**src/rtl/mux_rr_arbiter.sv**
```systemverilog
// Round-robin arbiter that steers the shared word mux: it grants one requester at a time
// for bursts of up to MAX_BURST words and acknowledges every word the consumer accepts.
module mux_rr_arbiter #(
  parameter int N_INPUTS  = 4,
  parameter int MAX_BURST = 4,
  localparam int SEL_W    = $clog2(N_INPUTS),
  localparam int CNT_W    = $clog2(MAX_BURST + 1)
) (
  input  logic                clk,
  input  logic                clrn,
  input  logic [N_INPUTS-1:0] req,
  output logic [N_INPUTS-1:0] ack,
  output logic [N_INPUTS-1:0] gnt,
  output logic [SEL_W-1:0]    selector,
  output logic                out_valid,
  input  logic                out_ready,
  output logic                busy,
  output logic                state_dbg
);

  typedef enum logic {S_IDLE = 1'b0, S_GRANT = 1'b1} state_t;

  state_t              state_q, state_d;
  logic [N_INPUTS-1:0] gnt_q, gnt_d;
  logic [SEL_W-1:0]    selector_q, selector_d;
  logic [SEL_W-1:0]    ptr_q, ptr_d;
  logic [CNT_W-1:0]    cnt_q, cnt_d;

  logic                xfer;
  logic                win_found;
  logic [SEL_W-1:0]    win_idx;
  logic [SEL_W:0]      cand_sum;
  logic [SEL_W-1:0]    cand;
  logic [SEL_W-1:0]    ptr_adv;

  always_ff @(posedge clk or negedge clrn) begin
    if (!clrn) begin
      state_q    <= S_IDLE;
      gnt_q      <= '0;
      selector_q <= '0;
      ptr_q      <= '0;
      cnt_q      <= '0;
    end else begin
      state_q    <= state_d;
      gnt_q      <= gnt_d;
      selector_q <= selector_d;
      ptr_q      <= ptr_d;
      cnt_q      <= cnt_d;
    end
  end

  // Rotating search: the first set request at or after ptr (mod N_INPUTS) wins.
  always_comb begin
    win_found = 1'b0;
    win_idx   = '0;
    cand_sum  = '0;
    cand      = '0;
    for (int k = 0; k < N_INPUTS; k++) begin
      cand_sum = {1'b0, ptr_q} + (SEL_W+1)'(k);
      if (cand_sum >= (SEL_W+1)'(N_INPUTS)) cand_sum = cand_sum - (SEL_W+1)'(N_INPUTS);
      cand = cand_sum[SEL_W-1:0];
      if (!win_found && req[cand]) begin
        win_found = 1'b1;
        win_idx   = cand;
      end
    end
  end

  assign ptr_adv = (selector_q == SEL_W'(N_INPUTS - 1)) ? '0 : selector_q + 1'b1;

  always_comb begin
    state_d    = state_q;
    gnt_d      = gnt_q;
    selector_d = selector_q;
    ptr_d      = ptr_q;
    cnt_d      = cnt_q;
    case (state_q)
      S_IDLE: begin
        if (win_found) begin
          state_d          = S_GRANT;
          gnt_d            = '0;
          gnt_d[win_idx]   = 1'b1;
          selector_d       = win_idx;
          cnt_d            = '0;
        end
      end
      S_GRANT: begin
        if (xfer) begin
          if (cnt_q == CNT_W'(MAX_BURST - 1)) begin
            state_d = S_IDLE;
            gnt_d   = '0;
            ptr_d   = ptr_adv;
            cnt_d   = '0;
          end else begin
            cnt_d = cnt_q + 1'b1;
          end
        end else if (!req[selector_q]) begin
          // Withdrawn request: ends the burst early without an ack.
          state_d = S_IDLE;
          gnt_d   = '0;
          ptr_d   = ptr_adv;
          cnt_d   = '0;
        end
      end
      default: state_d = S_IDLE;
    endcase
  end

  // Handshake: a word moves in any cycle where out_valid and out_ready are both high;
  // out_valid never depends on out_ready, and ack marks the owner of that word.
  always_comb begin
    out_valid = (state_q == S_GRANT) && req[selector_q];
    xfer      = out_valid && out_ready;
    ack       = xfer ? gnt_q : '0;
    busy      = (state_q == S_GRANT);
    state_dbg = state_q;
  end

  assign gnt      = gnt_q;
  assign selector = selector_q;

endmodule

```
**config.mk**
```make
export PLATFORM = sky130hd
export DESIGN_NAME = mux_rr_arbiter
export DESIGN_NICKNAME = d
export VERILOG_FILES = /design/src/rtl/mux_rr_arbiter.sv
export SDC_FILE = /design/constraint.sdc
export NUM_CORES = 1
export LEC_CHECK = 0
export BUFFER_PORTS_ARGS = -buffer_cell sky130_fd_sc_hd__buf_2
export CAP_MARGIN = 5
export CELL_PAD_IN_SITES_DETAIL_PLACEMENT = 2
export CELL_PAD_IN_SITES_GLOBAL_PLACEMENT = 2
export CORE_UTILIZATION = 32
export DETAILED_ROUTE_END_ITERATION = 16
export PLACE_DENSITY_LB_ADDON = 0.1
export SLEW_MARGIN = 20
export SYNTH_ARGS = -nofsm -noshare
export SYNTH_HDL_FRONTEND = slang
export SYNTH_SLANG_ARGS = --single-unit
```
**constraint.sdc**
```tcl
create_clock -name clk -period 2.8 [get_ports clk]
set_input_delay 0.28 -clock clk [delete_from_list [all_inputs] [get_ports clk]]
set_output_delay 0.28 -clock clk [all_outputs]
set_load 0.01 [all_outputs]
```
Yosys cells after proc, flatten, opt, wreduce, memory -nomap -nowiden
Index checks and enable logic that the tools add are counted.
W data, S select, Z words.
{ "totals": {"reg_bits": 12, "input_bits": 7, "output_inout_bits": 13, "wordCells": 90} }
{ "op_classes": {"add_sub_neg": 9, "n_lt_le_gt_ge": 11, "eq_ne": 7, "n_mux": 44, "bitwise_logic": 1, "n_reduce_logical": 13} }
{ "op_table": {"columns": ["operator", "n"], "rows": [
  ["$mux W2", 12],
  ["$mux W4", 5],
  ["$lt A2 B3 Y1 const B", 6],
  ["$mux W1", 14],
  ["$mux W3", 4],
  ["$bmux W1 S2", 5],
  ["$ge A3 B3 Y1 const B", 3],
  ["$pmux W4 S2", 1],
  ["$sub A2 B1 Y2 const B", 4],
  ["$add A2 B2 Y3 const B", 2],
  ["$logic_and A1 B1 Y1", 6],
  ["$pmux W3 S2", 1],
  ["$reduce_and A3 Y1", 2],
  ["$ne A2 B2 Y1 const B", 2],
  ["$reduce_and A2 Y1", 2],
  ["$add A2 B1 Y3 const B", 1],
  ["$add A3 B1 Y3 const B", 1],
  ["$eq A3 B2 Y1 const B", 1],
  ["$ge A2 B3 Y1 const B", 1],
  ["$logic_not A1 Y1", 3],
  ["$ne A3 B2 Y1 const B", 1],
  ["$ne A3 B3 Y1 const B", 1],
  ["$add A2 B1 Y2 const B", 1],
  ["$demux W1 S2", 1],
  ["other kinds (5)", 5]
]} }

Depth between registers and ports, before layout
{ "logic_depth": {"ltp_word": 20, "ltp_mapped": 5, "depth_no_buf": 5} }

Worst setup path before layout
No wires, ideal clock.
{ "synth_path": {"path_kind": "register to output", "from": "reg selector_q[0] (netlist: selector[0])", "to": "out ack[1]", "arrival_ps": 1394, "required_time_ps": 2520, "slack_ps": 1126, "stages_incl_launch_ff": 5, "n_path_buf": 0, "path_cell_list": "dfrtp_1 -> mux4_2 -> nand2_2 -> inv_2 -> and3_2"} }
{ "synth_between": {"elab_chain_len": 5} }
{ "synth_lines": {"columns": ["item", "line_no", "source"], "rows": [
  ["start, declared", "25", "logic [SEL_W-1:0] selector_q, selector_d;"],
  ["start signal, assigned", "46", "selector_q <= selector_d;"],
  ["$bmux W1 S2", "112", "out_valid = (state_q == S_GRANT) && req[selector_q];"],
  ["$mux W1 (not written as such)", "112", null],
  ["$logic_and A1 B1 Y1", "112", null],
  ["via out_valid", "15", "output logic out_valid,"],
  ["$logic_and A1 B1 Y1", "113", "xfer = out_valid && out_ready;"],
  ["$mux W4", "114", "ack = xfer ? gnt_q : '0;"],
  ["end, declared", "12", "output logic [N_INPUTS-1:0] ack,"]
]} }
The timed path passes the listed nets, and every way through them passes these cells. The select of a mux whose other input is x is not followed.

Worst setup path in the final report
{ "layout_path": {"from": "reg selector_q[0] (netlist: selector[0])", "to": "out ack[3]"} }
{ "layout_between": {"elab_chain_len": 5} }
{ "layout_lines": {"columns": ["item", "line_no"], "rows": [
  ["$bmux W1 S2", "112"],
  ["$mux W1 (not written as such)", "112"],
  ["$logic_and A1 B1 Y1", "112"],
  ["$logic_and A1 B1 Y1", "113"],
  ["$mux W4", "114"]
]} }
No other way between the ends. The select of a mux whose other input is x is not followed.

==> results.json <==
{
  "seq_area_frac_synth_pct": 45.3,
  "postSynthCellCount": 58,
  "max_cap_violations": 0,
  "worst-setup-path-type": "reg -> out",
  "final_common_cell": "buf_2",
  "pwr_density_cell_mw_per_mm2": 1090,
  "grt_pass1_vias": 521,
  "layout_common_cells": "buf_2 (19), dfrtp_1 (12), a32o_1 (6)",
  "ant_nets": 0,
  "finClkSkew_ps": 1.38,
  "slew_viol_final": 0,
  "synth_seq_cells": 12,
  "min_period_over_period_pct": 74.9,
  "place_hpwl_um": 1280,
  "wl_per_cell_um": 16.1,
  "viasPerCell": 5.36,
  "grt_max_degree": 13,
  "crit_fanout": 8,
  "ir_drop_v": 0.000556,
  "htreeDepth": 1,
  "postCtsSetupBuffers": 0,
  "grt_overflow_total": 0,
  "post_cts_resized": 0,
  "cts-root-buf": "clkbuf_4",
  "via_count": 579,
  "finalSetupViolations": 0,
  "routed_wl_um": 1740,
  "worstPathRequired_ps": 2520,
  "nFillCells": 237,
  "initial_utilization_pct": 33.8,
  "syn_to_final_growth_pct": 25.3,
  "dieArea_mm2": 0.00226,
  "finalHoldViolCount": 0,
  "start_kind": "register",
  "setup.worst_path.end_class": "output pin",
  "crit_arrival_ps": 1820,
  "cts_tree": "built",
  "globalplace.congestion": 0.743,
  "numCtsBuffers": 3,
  "run_status": "finished, final reports clean",
  "timing.hold.ws_ps": 368,
  "grt_pass1_wl_um": 2500,
  "clock_sinks": 12,
  "drc": 0,
  "cp_slowest_cell": "mux4_2",
  "antennaDiodeCount": 0,
  "fmax_mhz": 477,
  "dr.pass1.iters": 4,
  "ys_types": 26,
  "antenna_found_initial": 0,
  "min_path_type": "in -> reg",
  "maxSlewHeadroom_pct": 65.3,
  "holdPathStages": 2,
  "synth.net_count": 67,
  "postCtsHoldBufs": 1,
  "port-buffer-count": 19,
  "grt_usage_pct": 16.6,
  "clk_path_buf_depth": 2,
  "rsz0062_at_grt": "false",
  "drive_above_1_share_pct": 40.7,
  "yosysWarnings": 0,
  "p_leak_nw": 0.414,
  "post-route-min-period_ps": 2100,
  "die_h_um": 47.5,
  "io_pins": 20,
  "clock_latency_ps": 270,
  "critical_path.max_stage_delay_ps": 560,
  "netlist_area_um2": 663,
  "synth.avg_cell_area_um2": 11.4,
  "path_cells": "mux4_2 -> nand2_2 -> inv_2 -> and3_2 -> buf_2",
  "core_region_area_mm2": 0.00196,
  "tns_ps": 0,
  "drt_iter0_markers": 4,
  "finalNetCount": 91,
  "rows": 16,
  "reg2regPathDepth": 5,
  "die_w_um": 47.5,
  "path_clk_slew_ps": 80,
  "tightest_slew_ps": 521
}
-- cells in the mapped netlist --
library cell,n,area [um^2]
dfrtp_1,12,300
a32o_1,6,60.1
mux2_2,4,45.0
nor2_1,4,15.0
nor2b_1,4,25.0
a21oi_1,3,15.0
a21o_1,2,15.0
and3_1,2,12.5
and3_2,2,15.0
ha_1,2,25.0
nand2b_1,2,12.5
a21boi_2,1,11.3
a221o_1,1,10.0
a221oi_1,1,8.76
buf_4,1,7.51
inv_1,1,3.75
inv_2,1,3.75
mux4_2,1,22.5
nand2_1,1,3.75
nand2_2,1,6.26
nor3_1,1,5.00
nor4_1,1,6.26
o21a_1,1,7.51
o21bai_1,1,7.51
o32a_1,1,10.0
o32ai_1,1,8.76
-- per-layer routing --
metal	part of all wire [%]	track usage, %	up-vias
met3	3.6	6.79	0
met2	49	26.8	9
met5	0	0	-
met1	47	21.6	297
li1	-	-	273
met4	0	1.71	0
-- power breakdown --
part / internal, W / switching [W] / total [W]
combinational: 0.000208 / 0.000223 / 0.000431
sequential: 0.000248 / 0.0000878 / 0.000336
clock: 0.0000790 / 0.0000587 / 0.000138
total: 0.000535 / 0.000369 / 0.000904
-- worst max-delay path, delay by kind of cell (launching register included) --
family	cells	cell delay, ps
buffers and inverters	2	200
DFF	1	450
muxes	1	560
and+or+nand+nor	2	320
-- per-stage QoR --
| stage | util, % | power (W) | area (um^2) | worst slack (ps) | cells |
|---|---|---|---|---|---|
| after global routing | 42.3 | 0.000970 | 831 | 606 | 108 |
| after global placement | 40.0 | 0.000749 | 785 | 1070 | 103 |
| final | 42.3 | 0.000904 | 831 | 702 | 108 |
| after floorplan | - | 0.000609 | 663 | 1130 | 58 |
| after CTS | 42.3 | 0.000912 | 831 | 691 | 108 |
| after detailed placement | 40.0 | 0.000761 | 785 | 1010 | 103 |
-- path summary, 6_finish.rpt --
kind,start,end,slack [ps]
min in group asynchronous,clrn,busy,410
worst max register to register,selector[0],gnt[0],1060
worst min-delay path,out_ready,cnt_q[1],370
worst max-delay path,selector[0],ack[3],700
worst min register to register,cnt_q[2],cnt_q[2],500
max in group asynchronous,clrn,gnt[0],2170
-- cells by family (layout without fill, tap and decap cells) --
kind of cell | Yosys count | in the layout | synth area share [%]
mux | 5 | 5 | 10.2
buf+inv | 3 | 26 | 2.26
flops | 12 | 12 | 45.3
simple gates | 18 | 18 | 15.3
compound gates | 18 | 18 | 23.2
fa+ha+maj | 2 | 2 | 3.77
-- registers in the layout (all words and copies together), names as in the netlist --
| signal | cells |
|---|---|
| gnt | 4 |
| busy | 1 |
| selector | 2 |
| cnt_q | 3 |
| ptr_q | 2 |
-- cell type report --
class | instances | area (um^2) | area share, %
clock buffer | 4 | 36.3 | 4.37
timing repair buffer | 20 | 105 | 12.7
inverter | 2 | 7.51 | 0.904
sequential | 12 | 300 | 36.1
tap | 27 | 33.8 | 4.07
multi-input combinational | 43 | 348 | 41.9
No activity file was read; power rests on OpenSTA's default activity.
